`src/rtl/coef_ram_arbiter.sv`:
```
// coef_ram_arbiter: queues SPI coefficient writes (2 entries) and shares the single-port coefficient RAM with FIR reads.
// Define COEF_STARVE_GUARD_EN to force a queued SPI write after MAX_FIR_BURST consecutive FIR grants.
module coef_ram_arbiter #(
    parameter int FILTER_BITS   = 2,
    parameter int TAP_BITS      = 8,
    parameter int COEF_WIDTH    = 16,
    parameter int MAX_FIR_BURST = 64
) (
    input  logic                            clk,
    input  logic                            reset,
    input  logic                            coef_wr_stb,
    input  logic [7:0]                      coef_lsb,
    input  logic [7:0]                      coef_msb,
    input  logic [7:0]                      filter_sel,
    input  logic [7:0]                      taps_per_filter,
    input  logic                            tap_ptr_clr,
    input  logic                            ovf_clr,
    input  logic                            fir_req,
    input  logic [FILTER_BITS+TAP_BITS-1:0] fir_addr,
    output logic                            fir_gnt,
    output logic [COEF_WIDTH-1:0]           fir_rdata,
    output logic                            fir_rvalid,
    output logic                            ram_en,
    output logic                            ram_we,
    output logic [FILTER_BITS+TAP_BITS-1:0] ram_addr,
    output logic [COEF_WIDTH-1:0]           ram_wdata,
    input  logic [COEF_WIDTH-1:0]           ram_rdata,
    output logic [TAP_BITS-1:0]             tap_ptr,
    output logic                            busy,
    output logic                            overflow
);
    localparam int AW = FILTER_BITS + TAP_BITS;
    localparam int EW = AW + COEF_WIDTH;

    logic [TAP_BITS-1:0] tap_q, tap_d, tap_wr, tap_last;
    logic [EW-1:0]       ent_q [2];
    logic [EW-1:0]       ent_d [2];
    logic [EW-1:0]       new_ent;
    logic [1:0]          cnt_q, cnt_d, cnt_pop;
    logic                ovf_q, ovf_d, gnt_q, force_d;
    logic                fir_acc, pop, push, drop;
    logic                en_q, en_d, we_q, we_d, rd_q, rvalid_q;
    logic [AW-1:0]       addr_q, addr_d;
    logic [COEF_WIDTH-1:0] wdata_q, wdata_d;
    logic                unused_filter_hi;

    assign unused_filter_hi = ^filter_sel;

    always_comb begin
        fir_acc  = fir_req && gnt_q;
        pop      = !fir_acc && (cnt_q != 2'd0);
        drop     = coef_wr_stb && (cnt_q == 2'd2) && !pop;
        push     = coef_wr_stb && !drop;
        tap_wr   = tap_ptr_clr ? '0 : tap_q;
        tap_last = TAP_BITS'(taps_per_filter - 8'd1);
        tap_d    = coef_wr_stb ? ((tap_wr >= tap_last) ? '0 : tap_wr + TAP_BITS'(1)) : tap_wr;
        new_ent  = {filter_sel[FILTER_BITS-1:0], tap_wr, COEF_WIDTH'({coef_msb, coef_lsb})};
        cnt_pop  = cnt_q - {1'b0, pop};
        ent_d[0] = (push && cnt_pop == 2'd0) ? new_ent : (pop ? ent_q[1] : ent_q[0]);
        ent_d[1] = (push && cnt_pop == 2'd1) ? new_ent : ent_q[1];
        cnt_d    = cnt_pop + {1'b0, push};
        ovf_d    = drop || (ovf_q && !ovf_clr);
        en_d     = fir_acc || pop;
        we_d     = pop;
        addr_d   = fir_acc ? fir_addr : (pop ? ent_q[0][EW-1:COEF_WIDTH] : addr_q);
        wdata_d  = pop ? ent_q[0][COEF_WIDTH-1:0] : wdata_q;
    end

`ifdef COEF_STARVE_GUARD_EN
    localparam int BW = $clog2(MAX_FIR_BURST + 1);
    logic [BW-1:0] burst_q, burst_d;

    // Saturates so a write queued after a long burst is still forced out.
    always_comb begin
        burst_d = fir_acc ? ((burst_q == BW'(MAX_FIR_BURST)) ? burst_q : burst_q + BW'(1)) : '0;
        force_d = (burst_d == BW'(MAX_FIR_BURST)) && (cnt_d != 2'd0);
    end

    always_ff @(posedge clk or posedge reset) begin
        if (reset) burst_q <= '0;
        else       burst_q <= burst_d;
    end
`else
    localparam int UNUSED_MAX_FIR_BURST = MAX_FIR_BURST;
    assign force_d = 1'b0;
`endif

    // Grant is registered from next state so fir_req never reaches fir_gnt combinationally.
    always_ff @(posedge clk or posedge reset) begin
        if (reset) begin
            tap_q    <= '0;
            ent_q    <= '{default: '0};
            cnt_q    <= '0;
            ovf_q    <= 1'b0;
            gnt_q    <= 1'b0;
            en_q     <= 1'b0;
            we_q     <= 1'b0;
            rd_q     <= 1'b0;
            rvalid_q <= 1'b0;
            addr_q   <= '0;
            wdata_q  <= '0;
        end else begin
            tap_q    <= tap_d;
            ent_q    <= ent_d;
            cnt_q    <= cnt_d;
            ovf_q    <= ovf_d;
            gnt_q    <= !force_d;
            en_q     <= en_d;
            we_q     <= we_d;
            rd_q     <= fir_acc;
            rvalid_q <= rd_q;
            addr_q   <= addr_d;
            wdata_q  <= wdata_d;
        end
    end

    assign fir_gnt    = gnt_q;
    assign fir_rdata  = ram_rdata;
    assign fir_rvalid = rvalid_q;
    assign ram_en     = en_q;
    assign ram_we     = we_q;
    assign ram_addr   = addr_q;
    assign ram_wdata  = wdata_q;
    assign tap_ptr    = tap_q;
    assign busy       = cnt_q != 2'd0;
    assign overflow   = ovf_q;
endmodule
```
`config.mk`:
```
export PLATFORM = sky130hd
export DESIGN_NAME = coef_ram_arbiter
export DESIGN_NICKNAME = d
export VERILOG_FILES = /design/src/rtl/coef_ram_arbiter.sv
export SDC_FILE = /design/constraint.sdc
export NUM_CORES = 1
export LEC_CHECK = 0
export CORE_ASPECT_RATIO = 0.9
export CORE_MARGIN = 3
export CORE_UTILIZATION = 44
export DETAILED_ROUTE_END_ITERATION = 10
export GPL_TIMING_DRIVEN = 0
export PLACE_DENSITY = 0.77
export SKIP_LAST_GASP = 1
export SYNTH_ARGS = -nofsm -noshare
export SYNTH_HDL_FRONTEND = slang
export SYNTH_SLANG_ARGS = --single-unit
```
`constraint.sdc`:
```
create_clock -name clk -period 2.7 [get_ports clk]
set_input_delay 0.27 -clock clk [delete_from_list [all_inputs] [get_ports clk]]
set_output_delay 0.27 -clock clk [all_outputs]
set_load 0.1 [all_outputs]
```
# After elaboration in Yosys (flattened, before gate mapping)
# Cells that the tools add are included.
# Widths: inputs -> output; s select.
# op_classes
n_addsub,4
n_mul,0
div,0
n_lt_le_gt_ge,1
n_eq_ne,2
n_shift,0
muxes,7
n_bitwise,0
reduce_logical,18
# ops
op,n
$mux 26,2
$mux 8,3
$mux 10,2
$add 8x1->8 const B,1
$ge 8x8->1,1
$logic_and 1x1->1,8
$sub 8x1->8 const B,1
$reduce_bool 2->1,3
$logic_not 1->1,4
$add 2x1->2,1
$eq 2x1->1 const B,1
$eq 2x2->1 const B,1
$logic_not 2->1,1
$logic_or 1x1->1,2
$sub 2x1->2,1
# word_totals
regBits,94
latch_bits,0
mem_bits_rw,0
romBits,0
inputBits,64
out_inout_bits,56
wordCells,44
memories,0

# Longest topological paths before layout
# logic_depth
word_depth,9
mapped_depth,11
mapped_depth_nobuf,10

# Least setup slack after synthesis
# No wires, ideal clock.
# synth_path
kind,reg2reg
startpoint,register gnt_q (netlist: fir_gnt)
endpoint,register ent_q[0] (netlist bit)
t_arrival_ps,2620
required_ps,2575
path_slack_ps,-45
stages_incl_launch_ff,11
path_buffers,2
path_cell_list,dfrtp_1 > nand2_1 > inv_2 > nor2_4 > buf_4 > ha_1 > nand2_1 > a21oi_2 > o211ai_2 > buf_6 > mux2_4
# synth_via
elab_chain_cells,8
# synth_rtl
item,line_no,source
"start, declared",40,"logic ovf_q, ovf_d, gnt_q, force_d;"
"start signal, assigned",107,gnt_q <= !force_d;
$logic_and 1x1->1 (*),50,fir_acc = fir_req && gnt_q;
$logic_not 1->1 (*),51,pop = !fir_acc && (cnt_q != 2'd0);
$logic_and 1x1->1 (*),51,
net pop,41,"logic fir_acc, pop, push, drop;"
branches (longest 4 deep; another with $sub 2x1->2),--,
$logic_and 1x1->1 (*),60,ent_d[1] = (push && cnt_pop == 2'd1) ? new_ent : ent_q[1];
"end signal, assigned",104,ent_q <= ent_d;
"end, declared",36,logic [EW-1:0] ent_q [2];
# Mark *: on every way through the listed nets, which the timed path passes.
# A chain may end at the register's enable or synchronous reset.

# Worst setup path in the final report
# layout_path
startpoint,register cnt_q[1]
endpoint,register ent_q[25] (netlist bit)
# layout_via
elab_chain_cells,7
# layout_rtl
item,line_no,source
"start, declared",39,"logic [1:0] cnt_q, cnt_d, cnt_pop;"
"start signal, assigned",105,cnt_q <= cnt_d;
$reduce_bool 2->1 (*),51,
$logic_and 1x1->1 (*),51,
net pop,41,
branches (longest 4 deep; another with $sub 2x1->2),--,
$logic_and 1x1->1 (*),60,
# Marked as above.

==> run_results.csv <==
group,metric,value,unit
yosys,seq_area_frac_synth,52.53,%
yosys,synth_area_leader_cell,"dfrtp_1",
yosys,synth_cell_types,36,
yosys,synth_seq_cells,94,
power_and_ir_drop,power,7.306,mW
place,io_buffers,97,
floorplan,initial_core_util,45.77,%
yosys,synthSimpleGateAreaFrac,9.304,%
yosys,synth_top_family_by_area,"multiplexers",
layout,post-route-util,60.38,%
floorplan,num_rows,34,
layout,syn_to_final_growth,31.94,%
worst_hold_path,hold_path.class,"primary input to async pin",
place,gp_congestion,0.7792,
sta,finalHoldViolCount,0,
yosys,synth_xor_area_share,2.151,%
route,routed.top_layer,"met4",
route,wl_met1,4484,um
route,vias_per_cell,5.058,
route,vias,3166,
place,dp_hpwl,7468,um
route,avgRoutedWirePerCell,16.12,um
clocking,clock_latency,340,ps
sta,max_slew.worst_pin.slew,1016,ps
floorplan,dieArea,0.01143,mm^2
grt,antenna_found_initial,0,
worst_setup_path,cpMaxStageDelayCell,"dfrtp_1",
sta,holdWs,345.7,ps
route,drt_iter0_markers,160,
route,drt_wl_total,10090,um
yosys,muxShareOfSynthArea,19.31,%
worst_setup_path,critPathCaptureType,"flop",
worst_setup_path,crit_type,"flop to flop",
clocking,cts_root_buf,"clkbuf_16",
grt,grt_max_degree,43,
worst_setup_path,path_cells,"buf_2 -> nor2_2 -> nor2_4 -> buf_4 -> ha_1 -> nand2_1 -> a21oi_2 -> o211ai_2 -> buf_6 -> mux2_4",
clocking,hold_buffers,0,
grt,overflow,0,
worst_setup_path,critPathRequiredTime,2920,ps
layout,antennaDiodeCount,0,
sta,finalSetupViolCount,0,
yosys,syn_inst,387,
layout,layout-drive-gt1-share,15.60,%
route,drc,0,
clocking,clock_path_buffers,2,
sta,slew_headroom,32.07,%
power_and_ir_drop,p_per_area,1237,mW/mm^2
floorplan,io_pins,120,
worst_setup_path,startpoint_type,"flop",
layout,fin_nets,573,
clocking,h-tree-depth,3,
place,detailed_place.area,0.005650,mm^2
route,drt.antenna.violating_nets,0,
yosys,synth_area_per_cell,11.57,um^2
floorplan,core,0.009784,mm^2
yosys,synth_top_area_share,52.53,%
yosys,synth_area_leaders,"dfrtp_1 (53%), mux2i_1 (7.8%), mux2_4 (6.7%)",
place,placedCellCount,612,
route,dr.pass1.iters,4,
yosys,syn_area,0.004478,mm^2
sta,min_period_over_period,91.32,%
layout,final_area,0.005908,mm^2
job,maxCapViolCount,0,
sta,min_period,2466,ps
grt,grt_pass1_vias,3372,
sta,slew_viol_final,0,
layout,final_cell_mix,"clkdlybuf4s50_1 (96), dfrtp_1 (94), mux2i_1 (35)",
route,met2_wirelength,4893,um
power_and_ir_drop,ir_drop,1.036,mV
floorplan,fp.dieW,112.3,um
clocking,clkTransAtPathRegs,60,ps
grt,grtUsageTotal,18.54,%
sta,clock.fmax,0.4056,GHz
grt,grt_pass1_wl,16910,um
worst_setup_path,crit_arrival,2680,ps
layout,layout_commonest_cell,"clkdlybuf4s50_1",
clocking,cts_sinks,94,
yosys,synth_compound_area_share,7.237,%
worst_setup_path,max_stage_delay,350,ps
outcome,status,"completed",
yosys,synth_warnings,0,
floorplan,dieHeight,101.7,um
yosys,synth-adder-area-share,3.353,%
sta,skew,6.552,ps
route,routed-wl-met3,633,um
yosys,synthesis.nets,463,
sta,grt_setup_unrepaired,"no",
clocking,cts_buffers,9,
power_and_ir_drop,p_leak,2.729,nW
layout,fin_cells,626,
clocking,cts_tree,"yes",
worst_setup_path,crit_fanout,11,
==> sequential cells by signal (all words and copies together) (netlist names) <==
register and count:
ram_wdata 16, cnt_q 2, overflow 1, fir_rvalid 1
ram_we 1, ent_q 52, ram_addr 10, rd_q 1
fir_gnt 1, ram_en 1, tap_ptr 8
==> final timing paths <==
kind | from | slack [ps] | end | cells after the start
worst max-delay path | cnt_q[1]$_DFF_PP0_ | 230 | ent_q[25]$_DFFE_PP0P_ | 10
worst min-delay path | reset | 350 | ram_wdata[4]$_DFFE_PP0P_ | 2
worst max register to register | cnt_q[1]$_DFF_PP0_ | 230 | ent_q[25]$_DFFE_PP0P_ | 10
worst min register to register | rd_q$_DFF_PP0_ | 350 | fir_rvalid$_DFF_PP0_ | 0
max in group asynchronous | reset | 1550 | ent_q[13]$_DFFE_PP0P_ | 4
min in group clk | rd_q$_DFF_PP0_ | 350 | fir_rvalid$_DFF_PP0_ | 0
==> routing by layer <==
metal  vias to the layer above  global-route usage, %
li1                       1527                      -
met1                      1534                  23.90
met2                        96                  31.61
met3                         9                  5.257
met4                         0                  3.882
met5                         -                      0
==> report_power, final <==
group / internal (mW) / total [mW] / switching [mW]
clock network: 0.636 / 1.12 / 0.485
logic: 1.31 / 3.93 / 2.62
registers: 1.97 / 2.26 / 0.281
==> area by class of cell <==
| type | instances | area (um^2) |
|---|---|---|
| Fill cell | 809 | 3876 |
| Clock buffer | 12 | 246.5 |
| Inverter | 13 | 52.55 |
| Tap cell | 126 | 157.7 |
| Buffer | 33 | 224.0 |
| Multi-Input combinational cell | 247 | 1856 |
| Timing Repair Buffer | 99 | 1010 |
| Sequential cell | 94 | 2352 |
| Clock inverter | 2 | 10.01 |
==> cells by family (layout without fill, tap and decap cells) <==
family	after synthesis	in the layout
compound gates	58	58
mux	74	74
buf+inv	46	159
xor+xnor	11	11
flops	94	94
simple gates	91	91
other cells	1	1
fa+ha+maj	12	12
==> synth_stat cells (all sizes together) <==
library cell,instances
mux2i,35
o21ai,27
xor2,4
nand2b,5
nand3,7
o211ai,2
nor2,36
xnor2,7
nor2b,6
inv,13
nor3,3
mux2,39
a211oi,3
dfrtp,94
nand2,28
a21oi,25
nand4,1
a21boi,1
and3,1
ha,12
conb,1
nor4b,2
clkbuf,5
nor4,2
buf,28
==> what timing repair did <==
action                     CTS  global route
setup endpoints to repair    1            15
gates resized for setup      1             4
buffers inserted             0             0
gates cloned                 0             0
==> critical path, delay by kind of cell, from the launching register on <==
kind | cells | cell delay [ps]
multiplexers | 1 | 320
adder cells (fa/ha/maj) | 1 | 240
buffers and inverters | 3 | 620
flip-flops | 1 | 350
AO/OA/AOI/OAI | 2 | 350
AND/OR/NAND/NOR | 3 | 480
==> metrics by stage <==
step	TNS, ps	setup slack [ps]
after floorplan	-905.0	-45.25
after global placement	-832.1	-64.40
after detailed placement	-3290	-137.4
after CTS	0	114.6
after global routing	0	19.29
final	0	234.2
(Power assumes the default switching activity.)
